$ cat src/rtl/alu_pkg.sv
// Shared types and constants for the ALU serial frame receiver.
package alu_pkg;

    typedef enum logic {
        PKT_DATA = 1'b0,
        PKT_CTL  = 1'b1
    } packet_type_t;

    typedef enum logic [2:0] {
        OP_AND = 3'b000,
        OP_OR  = 3'b001,
        OP_ADD = 3'b100,
        OP_SUB = 3'b101
    } operation_t;

    localparam int ERR_OP   = 0;
    localparam int ERR_CRC  = 1;
    localparam int ERR_DATA = 2;

    // x^4 + x + 1, leading term implicit
    localparam logic [3:0] CRC4_POLY = 4'b0011;

    function automatic logic [3:0] crc4_step(input logic [3:0] c, input logic d);
        logic fb;
        fb = d ^ c[3];
        return {c[2:0], 1'b0} ^ (fb ? CRC4_POLY : 4'b0000);
    endfunction

    function automatic logic is_valid_op(input logic [2:0] o);
        logic ok;
        case (o)
            OP_AND, OP_OR, OP_ADD, OP_SUB: ok = 1'b1;
            default:                       ok = 1'b0;
        endcase
        return ok;
    endfunction

endpackage

$ cat src/rtl/alu_frame_rx_if.sv
// Decoded-operation output bus of the frame receiver (valid/ready plus overrun).
interface alu_frame_rx_if #(
    parameter int DATA_W = 32
);
    logic              out_valid;
    logic              out_ready;
    logic [DATA_W-1:0] a_data;
    logic [DATA_W-1:0] b_data;
    logic [2:0]        op;
    logic [2:0]        err;
    logic              overrun;

    modport master (
        output out_valid, a_data, b_data, op, err, overrun,
        input  out_ready
    );

    modport slave (
        input  out_valid, a_data, b_data, op, err, overrun,
        output out_ready
    );
endinterface

$ cat src/rtl/alu_crc4_serial.sv
// Bit-serial CRC-4 (x^4+x+1) accumulator with synchronous clear and enable.
module alu_crc4_serial
    import alu_pkg::*;
(
    input  logic       clk,
    input  logic       rst_n,
    input  logic       clr,
    input  logic       en,
    input  logic       d,
    output logic [3:0] crc
);

    // Shift one bit into the CRC; clear wins over enable.
    always_ff @(posedge clk) begin
        if (!rst_n || clr) begin
            crc <= '0;
        end else if (en) begin
            crc <= crc4_step(crc, d);
        end
    end

endmodule

$ cat src/rtl/alu_frame_rx.sv
// Serial frame receiver: assembles B/A operands and a CTL packet from sin,
// checks byte count, CRC and opcode, and presents one decoded operation on
// a valid/ready bus. Optional macro ALU_RX_TIMEOUT_EN enables discarding a
// partial frame after TIMEOUT_CYC idle cycles between packets.
//
//   state     | meaning
//   ----------+-----------------------------------------------
//   S_IDLE    | line idle, waiting for start bit (sin==0)
//   S_TYPE    | sampling packet type bit
//   S_PAYLOAD | sampling 8 payload bits, MSB first
//   S_STOP    | sampling stop bit; accept packet or drop frame
module alu_frame_rx
    import alu_pkg::*;
#(
    parameter int DATA_W      = 32,
    parameter int TIMEOUT_CYC = 64
) (
    input  logic           clk,
    input  logic           rst_n,
    input  logic           sin,
    alu_frame_rx_if.master out_if
);

    localparam int NBYTES = DATA_W / 8;
    localparam int CNT_W  = $clog2(2 * NBYTES + 2);
    localparam logic [CNT_W-1:0] CNT_FULL = CNT_W'(2 * NBYTES);
    localparam logic [CNT_W-1:0] CNT_MAX  = CNT_W'(2 * NBYTES + 1);

    if (DATA_W < 8 || (DATA_W % 8) != 0 || TIMEOUT_CYC < 1) begin : g_bad_param
        $error("alu_frame_rx: DATA_W must be a multiple of 8 >= 8, TIMEOUT_CYC >= 1");
    end

    typedef enum logic [1:0] {
        S_IDLE    = 2'd0,
        S_TYPE    = 2'd1,
        S_PAYLOAD = 2'd2,
        S_STOP    = 2'd3
    } state_t;

    state_t              state, state_nxt;
    packet_type_t        ptype;
    logic [2:0]          bit_cnt;
    logic [7:0]          payload;
    logic [2*DATA_W-1:0] shreg;
    logic [CNT_W-1:0]    byte_cnt;
    logic [3:0]          crc;

    logic crc_en, crc_d;
    logic data_done, ctl_done, frame_drop, timeout, frame_clr;
    logic [2:0] err_nxt;

    logic              out_valid_q;
    logic [DATA_W-1:0] a_q, b_q;
    logic [2:0]        op_q, err_q;
    logic              overrun_q;

    // Bit-level FSM state register.
    always_ff @(posedge clk) begin
        if (!rst_n) begin
            state <= S_IDLE;
        end else begin
            state <= state_nxt;
        end
    end

    // Next state and per-bit strobes. CTL feeds the CRC a constant 1 on
    // payload bit 7, then the three op bits as they arrive.
    always_comb begin
        state_nxt  = state;
        crc_en     = 1'b0;
        crc_d      = sin;
        data_done  = 1'b0;
        ctl_done   = 1'b0;
        frame_drop = 1'b0;
        case (state)
            S_IDLE: begin
                if (!sin) state_nxt = S_TYPE;
            end
            S_TYPE: begin
                state_nxt = S_PAYLOAD;
            end
            S_PAYLOAD: begin
                if (ptype == PKT_DATA) begin
                    crc_en = 1'b1;
                end else if (bit_cnt == 3'd0) begin
                    crc_en = 1'b1;
                    crc_d  = 1'b1;
                end else if (bit_cnt <= 3'd3) begin
                    crc_en = 1'b1;
                end
                if (bit_cnt == 3'd7) state_nxt = S_STOP;
            end
            S_STOP: begin
                state_nxt = S_IDLE;
                if (!sin || (ptype == PKT_CTL && payload[7])) begin
                    frame_drop = 1'b1;
                end else if (ptype == PKT_DATA) begin
                    data_done = 1'b1;
                end else begin
                    ctl_done = 1'b1;
                end
            end
            default: state_nxt = S_IDLE;
        endcase
    end

    // Packet type, bit counter and payload byte capture.
    always_ff @(posedge clk) begin
        if (!rst_n) begin
            ptype   <= PKT_DATA;
            bit_cnt <= '0;
            payload <= '0;
        end else begin
            if (state == S_TYPE) begin
                ptype   <= sin ? PKT_CTL : PKT_DATA;
                bit_cnt <= '0;
            end
            if (state == S_PAYLOAD) begin
                payload <= {payload[6:0], sin};
                bit_cnt <= bit_cnt + 3'd1;
            end
        end
    end

`ifdef ALU_RX_TIMEOUT_EN
    localparam int TO_W = $clog2(TIMEOUT_CYC + 1);
    logic [TO_W-1:0] idle_cnt;

    // Idle down-counter; reloads whenever the line is not idling mid-frame.
    always_ff @(posedge clk) begin
        if (!rst_n || state != S_IDLE || byte_cnt == '0 || !sin) begin
            idle_cnt <= TO_W'(TIMEOUT_CYC);
        end else if (idle_cnt != TO_W'(1)) begin
            idle_cnt <= idle_cnt - TO_W'(1);
        end
    end

    assign timeout = (state == S_IDLE) && sin && (byte_cnt != '0) && (idle_cnt == TO_W'(1));
`else
    assign timeout = 1'b0;
`endif

    assign frame_clr = frame_drop || ctl_done || timeout;

    alu_crc4_serial u_crc (
        .clk   (clk),
        .rst_n (rst_n),
        .clr   (frame_clr),
        .en    (crc_en),
        .d     (crc_d),
        .crc   (crc)
    );

    // Operand shift register and saturating byte count.
    always_ff @(posedge clk) begin
        if (!rst_n || frame_clr) begin
            shreg    <= '0;
            byte_cnt <= '0;
        end else if (data_done) begin
            shreg <= {shreg[2*DATA_W-9:0], payload};
            if (byte_cnt != CNT_MAX) byte_cnt <= byte_cnt + CNT_W'(1);
        end
    end

    // Error vector for the frame ending at this CTL stop bit, in priority order.
    always_comb begin
        err_nxt = '0;
        if (byte_cnt != CNT_FULL) begin
            err_nxt[ERR_DATA] = 1'b1;
        end else if (crc != payload[3:0]) begin
            err_nxt[ERR_CRC] = 1'b1;
        end else if (!is_valid_op(payload[6:4])) begin
            err_nxt[ERR_OP] = 1'b1;
        end
    end

    // Output register: latch on completed frame unless a held result is pending.
    always_ff @(posedge clk) begin
        if (!rst_n) begin
            out_valid_q <= 1'b0;
            a_q         <= '0;
            b_q         <= '0;
            op_q        <= '0;
            err_q       <= '0;
            overrun_q   <= 1'b0;
        end else begin
            overrun_q <= 1'b0;
            if (ctl_done && out_valid_q && !out_if.out_ready) begin
                overrun_q <= 1'b1;
            end else if (ctl_done) begin
                out_valid_q <= 1'b1;
                a_q         <= shreg[DATA_W-1:0];
                b_q         <= shreg[2*DATA_W-1:DATA_W];
                op_q        <= payload[6:4];
                err_q       <= err_nxt;
            end else if (out_valid_q && out_if.out_ready) begin
                out_valid_q <= 1'b0;
            end
        end
    end

    assign out_if.out_valid = out_valid_q;
    assign out_if.a_data    = a_q;
    assign out_if.b_data    = b_q;
    assign out_if.op        = op_q;
    assign out_if.err       = err_q;
    assign out_if.overrun   = overrun_q;

endmodule

$ cat src/flat_wrapper.sv
// flat-port wrapper written by rule: the top's interface ports become plain ports
module alu_frame_rx_flat import alu_pkg::*;
#(
    parameter int DATA_W      = 32,
    parameter int TIMEOUT_CYC = 64
)
  (clk, rst_n, sin, out_if_out_valid, out_if_a_data, out_if_b_data, out_if_op, out_if_err, out_if_overrun, out_if_out_ready);
  alu_frame_rx_if #(.DATA_W(DATA_W)) out_if_i ();
  input  logic clk;
  input  logic rst_n;
  input  logic sin;
  output wire logic [$bits(out_if_i.out_valid)-1:0] out_if_out_valid;
  output wire logic [$bits(out_if_i.a_data)-1:0] out_if_a_data;
  output wire logic [$bits(out_if_i.b_data)-1:0] out_if_b_data;
  output wire logic [$bits(out_if_i.op)-1:0] out_if_op;
  output wire logic [$bits(out_if_i.err)-1:0] out_if_err;
  output wire logic [$bits(out_if_i.overrun)-1:0] out_if_overrun;
  input wire logic [$bits(out_if_i.out_ready)-1:0] out_if_out_ready;
  assign out_if_out_valid = out_if_i.out_valid;
  assign out_if_a_data = out_if_i.a_data;
  assign out_if_b_data = out_if_i.b_data;
  assign out_if_op = out_if_i.op;
  assign out_if_err = out_if_i.err;
  assign out_if_overrun = out_if_i.overrun;
  assign out_if_i.out_ready = out_if_out_ready;
  alu_frame_rx #(.DATA_W(DATA_W), .TIMEOUT_CYC(TIMEOUT_CYC)) u_core (.clk(clk), .rst_n(rst_n), .sin(sin), .out_if(out_if_i));
endmodule
$ cat config.mk
export PLATFORM = sky130hd
export DESIGN_NAME = alu_frame_rx_flat
export DESIGN_NICKNAME = d
export VERILOG_FILES = /design/src/rtl/alu_pkg.sv /design/src/rtl/alu_frame_rx_if.sv /design/src/rtl/alu_crc4_serial.sv /design/src/rtl/alu_frame_rx.sv /design/src/flat_wrapper.sv
export SDC_FILE = /design/constraint.sdc
export NUM_CORES = 1
export LEC_CHECK = 0
export BUFFER_PORTS_ARGS = -buffer_cell sky130_fd_sc_hd__buf_2
export CORE_UTILIZATION = 55
export DETAILED_ROUTE_END_ITERATION = 7
export PLACE_DENSITY = 0.75
export SLEW_MARGIN = 40
export SYNTH_ARGS = -nofsm -noshare
export SYNTH_HDL_FRONTEND = slang
export SYNTH_SLANG_ARGS = --single-unit
export TNS_END_PERCENT = 100
$ cat constraint.sdc
create_clock -name clk -period 2 [get_ports clk]
set_clock_uncertainty 0.2 [all_clocks]
set_input_delay 0.3 -clock clk [delete_from_list [all_inputs] [get_ports clk]]
set_output_delay 0.3 -clock clk [all_outputs]
set_load 0.02 [all_outputs]
==> results.toml <==
[outcome]
status = "completed"

[cts]
cts_tree = "built"
clkSlewWorstSetupHoldPaths_ns = 0.06
post_cts_buffers = 0
clock-sinks = 158
h-tree-depth = 4
cts_made_buffers = 17
clkLatencyLatePin_ns = 0.51
clockRootBuffer = "clkbuf_8"
clockBufferDepth = 2

[hold_path]
hold_start = "out_if_out_ready"
holdPathEnd = "u_core.out_if.overrun"
holdCritPathClass = "input port to flip-flop"
hold_depth = 5

[cells_and_area]
stdcell_count = 919
postLayoutCoreUtil = 0.6817
most-common-layout-cells = "272 x nand2_1, 158 x dfxtp_1, 75 x buf_2"
antennaDiodeCount = 0
final_common_cell = "nand2_1"
drive_gt1_frac = 0.1596
syn2layout_area_growth_pct = 19.02
layout.nets = 787
fillers = 858

[worst_setup_path]
crit_family = "compound AO/OA/AOI/OAI gates"
cp_num_cells = 5
cp_common_cell = "ha_1"
critPathRequiredTime_ns = 2.23
crit_path_start_kind = "flip-flop"
cp_max_fo = 5
rr_startpoint = "u_core.bit_cnt[0]"
crit_chain = "ha_1 -> ha_1 -> nand2b_1 -> o311a_1 -> a211oi_1"
reg2reg_depth = 5
crit_arrival_ns = 2.08
regToRegSetupSlack_ns = 0.15
r2r_end = "u_core.u_crc.crc[1]"
cp_slowest_cell = "o311a_1"
worst_setup_path_end_kind = "flip-flop"
worst-setup-path-type = "flip-flop to flip-flop"
max_stage_delay_ns = 0.41
path_buf_inv = 0

[power_and_ir_drop]
p_sw_mw = 1.626
ir_drop_mv = 0.4367
p_per_area_nw_per_um2 = 980.1
p_leak_nw = 2.637
power_frac_comb = 0.085
p_sw_frac = 0.2327
pwr-share-seq = 0.466
p_int_mw = 5.364
p_clk_frac = 0.449

[synthesis]
ys_seq_area_frac = 0.5279
syn-instance-count = 711
synth_area_sq_um = 5992
synth-seq-cells = 158
avgSynthCellArea_sq_um = 8.428
syn_nets = 726
synth_warnings = 0
ys_types = 40

[floorplan]
num_rows = 37
fp.dieW_um = 106.4
num_io_pins = 76
die_area_sq_um = 11320
die_y_um = 106.4
core_area_sq_um = 10460
start_util = 0.5727

[global_routing]
grt_pass1_vias = 4625
gr-total-overflow = 0
grt_pass1_wl_mm = 20.97
grt_max_degree = 50
antenna_found_initial = 0
grtUsageTotal = 0.2336

[sta]
worstMarginPinSlew_ns = 0.3719
report.final.slew_viol_count = 0
rsz0062_at_grt = "no"
max_slew_margin = 0.7520
period_needed_ns = 1.850
finalHoldViolations = 0
whs_ns = 0.01873
fmax_mhz = 540.5
finalSetupViolCount = 0
min_period_over_period = 0.9251

[placed_design]
dp.cells = 888
dp_hpwl_mm = 8.169
port_buffers = 75
globalplace.congestion = 0.8006

[route]
num_vias = 4822
drc_errors = 0
routed_wl_mm = 12.35
post_drt_wl_per_cell_um = 13.44
vias_per_cell = 5.247
ant_nets = 0
drt_pass1_iterations = 5
drt_iter0_drc = 283

[run]
cap_violations = 0
## through the flow
stage	setup slack, ns	cell area, sq um	setup TNS [ns]	total power [mW]
6_report	0.1499	7132	0	6.990
3_3_place_gp	0.09371	6523	0	3.871
4_1_cts	0.01130	7112	0	7.020
2_1_floorplan	0.1628	5992	0	3.750
5_1_grt	0.008801	7132	0	7.256
3_5_place_dp	-0.01192	6523	-0.01816	3.896
## worst reg2reg max path, cell delays in order, from the launching register on
cell	delay [ns]
dfxtp_1	0.32
ha_1	0.22
ha_1	0.21
nand2b_1	0.17
o311a_1	0.41
a211oi_1	0.23
## worst max path at each step
| stage | startpoint | end | slack (ns) |
|---|---|---|---|
| floorplan | u_core.state[0] | u_core.out_if.err[0] | 0.16 |
| global placement | u_core.state[0] | u_core.out_if.b_data[3] | 0.09 |
| detailed placement | u_core.state[1] | u_core.out_if.b_data[17] | -0.01 |
| CTS | u_core.state[1] | u_core.out_if.b_data[17] | 0.01 |
| global route | u_core.state[0] | u_core.u_crc.crc[1] | 0.009 |
| finish | u_core.bit_cnt[0] | u_core.u_crc.crc[1] | 0.15 |
## per-layer routing
layer	wire length, um	GRT usage
met4	165	0.08433
met3	417	0.05702
met2	6201	0.4049
met5	0	0
met1	5570	0.2796
## cell families after synthesis
group | Yosys count | synth area share
mux | 11 | 0.01838
xor+xnor | 7 | 0.01274
flops | 158 | 0.5279
compound gates | 150 | 0.1581
simple gates | 314 | 0.2163
fa+ha+maj | 11 | 0.02297
buf+inv | 60 | 0.04364
## power by group through the flow
stage,Clock [mW],Sequential [mW],Combinational (mW)
global placement,0,3.31,0.557
detailed placement,0,3.32,0.575
CTS,3.19,3.25,0.582
floorplan,0,3.31,0.443
global route,3.33,3.27,0.657
finish,3.14,3.26,0.592
## state kept, by name (all words and copies together), names as in the netlist
| register | flops |
|---|---|
| u_core.shreg | 64 |
| u_core.out_if.a_data | 32 |
| u_core.out_if.b_data | 32 |
| u_core.payload | 8 |
| u_core.byte_cnt | 4 |
| u_core.u_crc.crc | 4 |
| u_core.bit_cnt | 3 |
| u_core.out_if.err | 3 |
| u_core.out_if.op | 3 |
| u_core.state | 2 |
| u_core.out_if.out_valid | 1 |
| u_core.out_if.overrun | 1 |
| u_core.ptype | 1 |
## cell usage after synthesis
cell	count	area (sq um)
a21boi_0	64	480.5
dfxtp_1	158	3163
o21ai_0	5	25.02
a21oi_1	69	345.3
or2_1	1	6.260
and2_1	3	18.77
or3_1	2	12.51
buf_4	1	7.510
and4b_1	1	10.01
inv_1	12	45.04
buf_1	7	26.28
and3b_1	1	8.760
nand2b_1	1	6.260
a22oi_1	2	15.01
nand4_1	2	12.51
nor2b_1	12	75.07
nand3b_1	4	30.03
o221a_2	1	11.26
buf_2	14	70.07
xor2_1	1	8.760
ha_1	11	137.6
o21a_1	1	7.510
a21boi_1	4	30.03
nand4b_4	1	23.77
nor2_1	6	22.52
o311a_1	1	10.01
nor3_1	1	5.000
nor4_2	1	12.51
o311ai_1	1	8.760
nand3_1	3	15.01
o22ai_1	1	6.260
and2_0	1	6.260
a211oi_1	1	7.510
clkbuf_1	24	90.09
nor2_2	1	6.260
nand2_1	273	1025
buf_6	2	22.52
xor3_1	1	23.77
mux2i_1	11	110.1
xnor2_1	5	43.79
## what timing repair did
item | in CTS | in global routing
hold buffers | 1 | 0
endpoints found under the hold margin | 1 | 0
setup endpoints to repair | 11 | 60
pin swaps | 0 | 0
gates cloned | 0 | 0
gates resized for setup | 1 | 3
## cell type report
cell class                 count  area [sq um]  area share
tap                          136         170.2     0.02386
clock buffer                  21         439.2     0.06158
sequential                   158          3163      0.4435
clock inverter                 9         137.6     0.01930
multi-input combinational    493          2599      0.3644
timing repair buffer          90         578.1     0.08105
inverter                      12         45.04    0.006316
Note: power is estimated with default switching activity, not from simulation.
